<file path="src/rtl/rom_port_arbiter.sv">
// Two-port arbiter in front of a combinational instruction ROM. Fetch has fixed
// priority; a starvation counter forces one data grant after repeated losses.
module rom_port_arbiter #(
  parameter int ROM_WORDS    = 131,
  parameter int STARVE_LIMIT = 4,
  parameter int CNT_W        = 3
) (
  input  logic             clk,
  input  logic             reset,
  input  logic             f_req,
  input  logic [30:0]      f_addr,
  output logic             f_gnt,
  output logic             f_rvalid,
  output logic [31:0]      f_rdata,
  input  logic             d_req,
  input  logic [30:0]      d_addr,
  output logic             d_gnt,
  output logic             d_rvalid,
  output logic [31:0]      d_rdata,
  output logic             rerr,
  output logic [30:0]      rom_addr,
  input  logic [31:0]      rom_data,
  output logic             dbg_mode,
  output logic [CNT_W-1:0] dbg_starve_cnt
);

  // Handshake: a port raises req with a stable addr; gnt is combinational in the
  // same cycle; the read returns as a one-cycle rvalid pulse on the next cycle.
  typedef enum logic {PRI_F = 1'b0, PRI_D = 1'b1} mode_t;

  localparam logic [CNT_W-1:0] LIM    = CNT_W'(STARVE_LIMIT);
  localparam logic [CNT_W-1:0] LIM_M1 = CNT_W'(STARVE_LIMIT - 1);
  localparam logic [28:0]      ROM_LIM = 29'(ROM_WORDS);

  mode_t            mode_q, mode_d;
  logic [CNT_W-1:0] cnt_q, cnt_d;
  logic             err;

  always_comb begin
    mode_d = mode_q;
    cnt_d  = cnt_q;
    f_gnt  = 1'b0;
    d_gnt  = 1'b0;
    if (!reset) begin
      if (mode_q == PRI_D) begin
        // Forced slot: D wins even against F; an absent D just hands the slot back to F.
        if (d_req) d_gnt = 1'b1;
        else if (f_req) f_gnt = 1'b1;
        mode_d = PRI_F;
      end else begin
        if (f_req) f_gnt = 1'b1;
        else if (d_req) d_gnt = 1'b1;
        if (f_req && d_req) begin
          if (cnt_q < LIM) cnt_d = cnt_q + 1'b1;
          if (cnt_q >= LIM_M1) mode_d = PRI_D;
        end
      end
      if (d_gnt) cnt_d = '0;
    end
  end

  assign rom_addr = f_gnt ? f_addr : (d_gnt ? d_addr : 31'd0);
  assign err      = (rom_addr[1:0] != 2'b00) || (rom_addr[30:2] >= ROM_LIM);

  always_ff @(posedge clk) begin
    if (reset) begin
      mode_q   <= PRI_F;
      cnt_q    <= '0;
      f_rvalid <= 1'b0;
      d_rvalid <= 1'b0;
      rerr     <= 1'b0;
      f_rdata  <= 32'd0;
      d_rdata  <= 32'd0;
    end else begin
      mode_q   <= mode_d;
      cnt_q    <= cnt_d;
      f_rvalid <= f_gnt;
      d_rvalid <= d_gnt;
      rerr     <= (f_gnt || d_gnt) && err;
      if (f_gnt) f_rdata <= err ? 32'd0 : rom_data;
      if (d_gnt) d_rdata <= err ? 32'd0 : rom_data;
    end
  end

  assign dbg_mode       = mode_q;
  assign dbg_starve_cnt = cnt_q;

endmodule
</file>
<file path="config.mk">
export PLATFORM = sky130hd
export DESIGN_NAME = rom_port_arbiter
export DESIGN_NICKNAME = d
export VERILOG_FILES = /design/src/rtl/rom_port_arbiter.sv
export SDC_FILE = /design/constraint.sdc
export NUM_CORES = 1
export LEC_CHECK = 0
export BUFFER_PORTS_ARGS = -buffer_cell sky130_fd_sc_hd__buf_2
export CORE_ASPECT_RATIO = 0.9
export CORE_UTILIZATION = 35
export DETAILED_ROUTE_END_ITERATION = 16
export GPL_TIMING_DRIVEN = 0
export HOLD_SLACK_MARGIN = 0.02
export PLACE_DENSITY = 0.69
export SYNTH_ARGS = -nofsm -noshare
export SYNTH_HDL_FRONTEND = slang
export SYNTH_SLANG_ARGS = --single-unit
</file>
<file path="constraint.sdc">
create_clock -name clk -period 2.05 [get_ports clk]
set_clock_uncertainty 0.1 [all_clocks]
set_input_delay 0.1025 -clock clk [delete_from_list [all_inputs] [get_ports clk]]
set_output_delay 0.1025 -clock clk [all_outputs]
set_load 0.02 [all_outputs]
</file>
After elaboration in Yosys (flattened, before gate mapping)
Index checks and enable logic that the tools add are counted.
{"block": "classes", "reduce_logical": 8, "order_cmp": 3, "n_addsub": 1, "n_mux": 13, "n_bitwise": 2}
{"op": "$mux W31", "count": 2}
{"op": "$mux W32", "count": 1}
{"op": "$ge A29 B8 Y1 const B", "count": 1}
{"op": "$mux W1", "count": 10}
{"op": "$add A3 B1 Y3 const B", "count": 1}
{"op": "$ge A3 B2 Y1 const B", "count": 1}
{"op": "$lt A3 B3 Y1 const B", "count": 1}
{"op": "$reduce_and A3 Y1", "count": 1}
{"op": "$reduce_or A3 Y1", "count": 1}
{"op": "$logic_and A1 B1 Y1", "count": 2}
{"op": "$logic_or A1 B1 Y1", "count": 2}
{"op": "$not A1 Y1", "count": 2}
{"op": "$reduce_bool A2 Y1", "count": 1}
{"op": "$reduce_or A2 Y1", "count": 1}
{"block": "totals", "word_cells": 34, "out_inout_bits": 104, "in_bits": 98, "register_bits": 71}

Depth between registers and ports, before layout
{"block": "logic_depth", "ltp_word": 10, "mapped_depth": 8, "depth_no_buf": 5}

Least setup slack after synthesis
No wires, ideal clock.
{"block": "synth_path", "kind": "register -> register", "start": "register mode_q (netlist: dbg_mode)", "end": "register d_rdata[28]", "slack_ps": -237, "arrival_ps": 2067, "required_ps": 1830, "setup_time_ps": 120, "stages_incl_launch_ff": 8, "period_less_slack_ps": 2287, "path_buffers": 2, "path_cell_list": "dfxtp_1 -> and2b_1 -> o32ai_1 -> nor2_1 -> or4b_1 -> buf_4 -> buf_6 -> o31ai_2"}
{"block": "synth_via", "elab_chain_cells": 8, "word_cells_on_any_way": 11, "cone_classes": "1 x order compare; 8 x mux; 2 x reduce/logical"}
{"element": "start: declaration", "line": "35", "rtl": "mode_t mode_q, mode_d;"}
{"element": "start signal: assignment", "line": "75", "rtl": "mode_q <= mode_d;"}
{"element": "$mux W1", "line": "45", "rtl": "if (mode_q == PRI_D) begin"}
{"element": "$mux W1 (2 in series)", "line": "44", "rtl": "if (!reset) begin"}
{"element": "$mux W31", "line": "62", "rtl": "assign rom_addr = f_gnt ? f_addr : (d_gnt ? d_addr : 31'd0);"}
{"element": "$mux W31 (*)", "line": "62"}
{"element": "via rom_addr[24]", "line": "21", "rtl": "output logic [30:0] rom_addr,"}
{"element": "$ge A29 B8 Y1 (*)", "line": "63", "rtl": "assign err = (rom_addr[1:0] != 2'b00) || (rom_addr[30:2] >= ROM_LIM);"}
{"element": "$logic_or A1 B1 Y1 (*)", "line": "63"}
{"element": "$mux W32 (*)", "line": "81", "rtl": "if (d_gnt) d_rdata <= err ? 32'd0 : rom_data;"}
{"element": "end signal: assignment", "line": "81"}
{"element": "end: declaration", "line": "19", "rtl": "output logic [31:0] d_rdata,"}
The timed path passes the listed nets; every way through them passes the cells marked *. The select of a mux whose other input is x is not followed.
A chain may end at the register's enable or synchronous reset.

Final worst setup path
{"block": "layout_path", "start": "register mode_q (netlist: dbg_mode)", "end": "register d_rdata[13]"}
{"block": "layout_via", "elab_chain_cells": 8, "word_cells_on_any_way": 11, "cone_classes": "1 x order compare; 8 x mux; 2 x reduce/logical"}
{"element": "$mux W1", "line": "45"}
{"element": "$mux W1 (2 in series)", "line": "44"}
{"element": "$mux W31 (2 in series)", "line": "62"}
{"element": "$ge A29 B8 Y1 or $reduce_bool A2 Y1 (tied branches)", "line": "63"}
{"element": "$logic_or A1 B1 Y1", "line": "63"}
{"element": "$mux W32", "line": "81"}
Several ways; a longest one is shown, not always the timed one. The select of a mux whose other input is x is not followed.

==> metrics.yaml <==
outcome: "finished, violations left"
violations: "setup timing"
fin_cells: 789
grt_setup_unrepaired: "yes"
grt_pass1_vias: 4058
path_class: "flop to flop"
tns_ps: -9610
core_area_sq_mm: 0.00974
num_rows: 34
cts_tree: "done"
synth_nets: 495
antenna_found_initial: 0
wire_per_inst_microns: 18.3
fmax_mhz: 446
cts_root_buf: "clkbuf_8"
fin_crit_sh_pct: 109
setup_viol: 64
synth_top_family_by_area: "compound AO/OA/AOI/OAI gates"
nets: 758
endpoint: "d_rdata[13]$_SDFFE_PP0N_"
tightest_slew_ps: 564
path_clk_slew_ps: 70
fin_crit_ps: 2240
syn_area_sq_mm: 0.00355
slew_viol_final: 0
rrSetupSlack_ps: -190
placedCellCount: 722
syn_to_final_growth_pct: 75.8
drc_errors: 0
hold_path_class: "input pin to flop"
synthSimpleGateAreaFrac_pct: 20.3
yosys_most_used_dff: "dfxtp_1"
die_x_microns: 108
synth_compound_area_share_pct: 31.5
grt_max_degree: 12
worstPathMaxFanout: 10
clock_path_buffers: 2
max-slew-margin-rel_pct: 62.2
worstHoldStart: "d_req"
hold_viol: 0
hold_slack_ps: 87.3
r2r_cells: 8
dieArea_sq_mm: 0.0105
postRouteAntennaNets: 0
r2r-end: "d_rdata[13]$_SDFFE_PP0N_"
leakage_nw: 2.70
hpwl_mm: 9.97
ys_seq_area_share_pct: 40.1
grt_overflow: 0
initial_core_util_pct: 36.4
grt_usage_pct: 25.8
fp.dieH_microns: 97.5
avgViaCountPerCell: 5.39
async_reset_ff_share_pct: 0
muxShareOfSynthArea_pct: 0
initialDrtViolationCount: 212
cts.sinks: 71
synthAdderAreaFrac_pct: 0.706
cp-start-kind: "flop"
ys_seq_elements: 71
wl_mm: 14.4
diodes: 0
synth_area_leaders: "dfxtp_1, o31ai_2, nand2_1, a22o_1, nand3_1"
ios: 202
insertion_delay_ps: 340
synth_top_area_share_pct: 40.1
synth_edf_count: 0
drt_first_pass_iters: 5
synth_warnings: 0
endpoint_kind: "flop"
worstReg2RegStart: "dbg_mode$_SDFF_PP0_"
cp.required_ps: 2210
port_buffers: 201
vias: 4252
cts-htree-levels: 3
grt_pass1_wl_mm: 21.0
crit_path_start: "dbg_mode$_SDFF_PP0_"
arrival_ps: 2400
synth_cells: 395
avgSynthCellArea_sq_um: 8.98
pwr_density_cell_mw_per_mm2: 607
cts-buffers-inserted: 9
synth.distinct_cells: 34
drive_above_1_share_pct: 50.7
place.gp.congestion: 0.899
vdd_drop_max_v: 0.000309
synthXorXnorAreaFrac_pct: 0.247
synth_largest_area_cell: "dfxtp_1"
pre_cts_slack_ps: -278
worst_slack_ps: -191
maxCapViolations: 0
final_util_pct: 64.0
==> kinds of logic after synthesis <==
logic type               Yosys count
AO/OA/AOI/OAI                    111
AND/OR/NAND/NOR                  167
XOR/XNOR                           1
flip-flops                        71
buffers and inverters             43
adder cells (fa/ha/maj)            2
==> flip-flops by register name, indices dropped and copies added (netlist names) <==
signal          count
f_rdata            32
dbg_mode            1
d_rdata            32
d_rvalid            1
rerr                1
f_rvalid            1
dbg_starve_cnt      3
==> critical path, stage by stage, from the launching register on <==
cell      delay, ps
dfxtp_4         360
and2b_2         250
nor3_4           50
buf_6           130
a22o_4          220
a2111o_1        440
buf_6           180
buf_6           170
o31ai_4         260
==> area by class of cell <==
class,instances,area (sq um)
Tap cell,126,158
Inverter,3,11.3
Clock buffer,15,208
Clock inverter,1,30.0
Buffer,39,373
Multi-Input combinational cell,281,2400
Sequential cell,71,1430
Timing Repair Buffer,253,1630
Fill cell,784,3510
==> cell usage in the layout, fill, tap and decap left out, types with 2 or more instances in the layout <==
cell type / count
nand2b_1: 4
nor2_1: 12
dfxtp_1: 70
o31ai_4: 44
a32oi_1: 2
a22o_1: 22
inv_1: 3
buf_6: 14
a21oi_2: 2
nor2_2: 2
buf_1: 2
o31ai_2: 10
a32oi_4: 2
clkbuf_16: 6
a211oi_1: 3
a32oi_2: 3
nor4_1: 8
nand2_1: 100
o32ai_2: 2
clkbuf_2: 3
buf_2: 199
clkbuf_4: 4
buf_4: 12
nor3_1: 2
a21oi_1: 3
dlygate4sd3_1: 32
nand3_1: 32
ha_1: 2
clkbuf_1: 11
buf_12: 9
o31ai_1: 10
clkbuf_8: 14
==> layer usage <==
| metal | up-vias | routed length, microns | GRT usage (%) |
|---|---|---|---|
| li1 | 1978 | - | - |
| met1 | 2090 | 6470 | 33.2 |
| met2 | 153 | 6780 | 41.8 |
| met3 | 31 | 855 | 7.98 |
| met4 | 0 | 294 | 6.01 |
| met5 | - | 0 | 0 |
==> report_power, final <==
part | switching (mW) | total [mW] | internal, mW | leakage, nW
clock network | 0.528 | 1.30 | 0.771 | 0.121
registers | 0.0144 | 1.42 | 1.40 | 0.574
logic | 0.618 | 1.07 | 0.449 | 2.01
total | 1.16 | 3.78 | 2.62 | 2.70
==> worst min-delay path by stage <==
stage               slack (ps)  depth (start not counted)                        to
floorplan                  140                          2  f_rdata[10]$_SDFFE_PP0P_
detailed placement         270                          3  f_rdata[14]$_SDFFE_PP0P_
finish                      90                          3       d_rvalid$_SDFF_PP0_
global placement           260                          3   f_rdata[7]$_SDFFE_PP0P_
CTS                         50                          3       d_rvalid$_SDFF_PP0_
global route               130                          3       d_rvalid$_SDFF_PP0_
==> repair_timing <==
item,4_1_cts,5_1_grt
setup buffers,12,1
pin swaps,15,46
gates cloned,3,5
hold buffers,32,0
resized for setup,59,45
hold endpoints to repair,64,0
setup endpoints to repair,88,90
==> synth_stat cells, types with 2 or more instances <==
master,instances
a211oi_1,3
nor2_1,14
nand3_1,32
nor3_1,3
a32oi_1,7
ha_1,2
inv_1,3
buf_1,5
o31ai_1,14
o31ai_2,50
buf_6,11
nand2b_1,5
buf_2,5
dfxtp_1,71
o32ai_1,2
nor4_1,8
clkbuf_1,18
a22o_1,23
nand2_1,100
a21oi_1,5
==> through the flow <==
step	power [mW]	cell area, sq um
after global placement	2.16	4820
after floorplan	1.89	3650
after detailed placement	2.17	4820
after global routing	3.92	6230
after CTS	3.64	5780
final	3.78	6230
(Power assumes the default switching activity.)
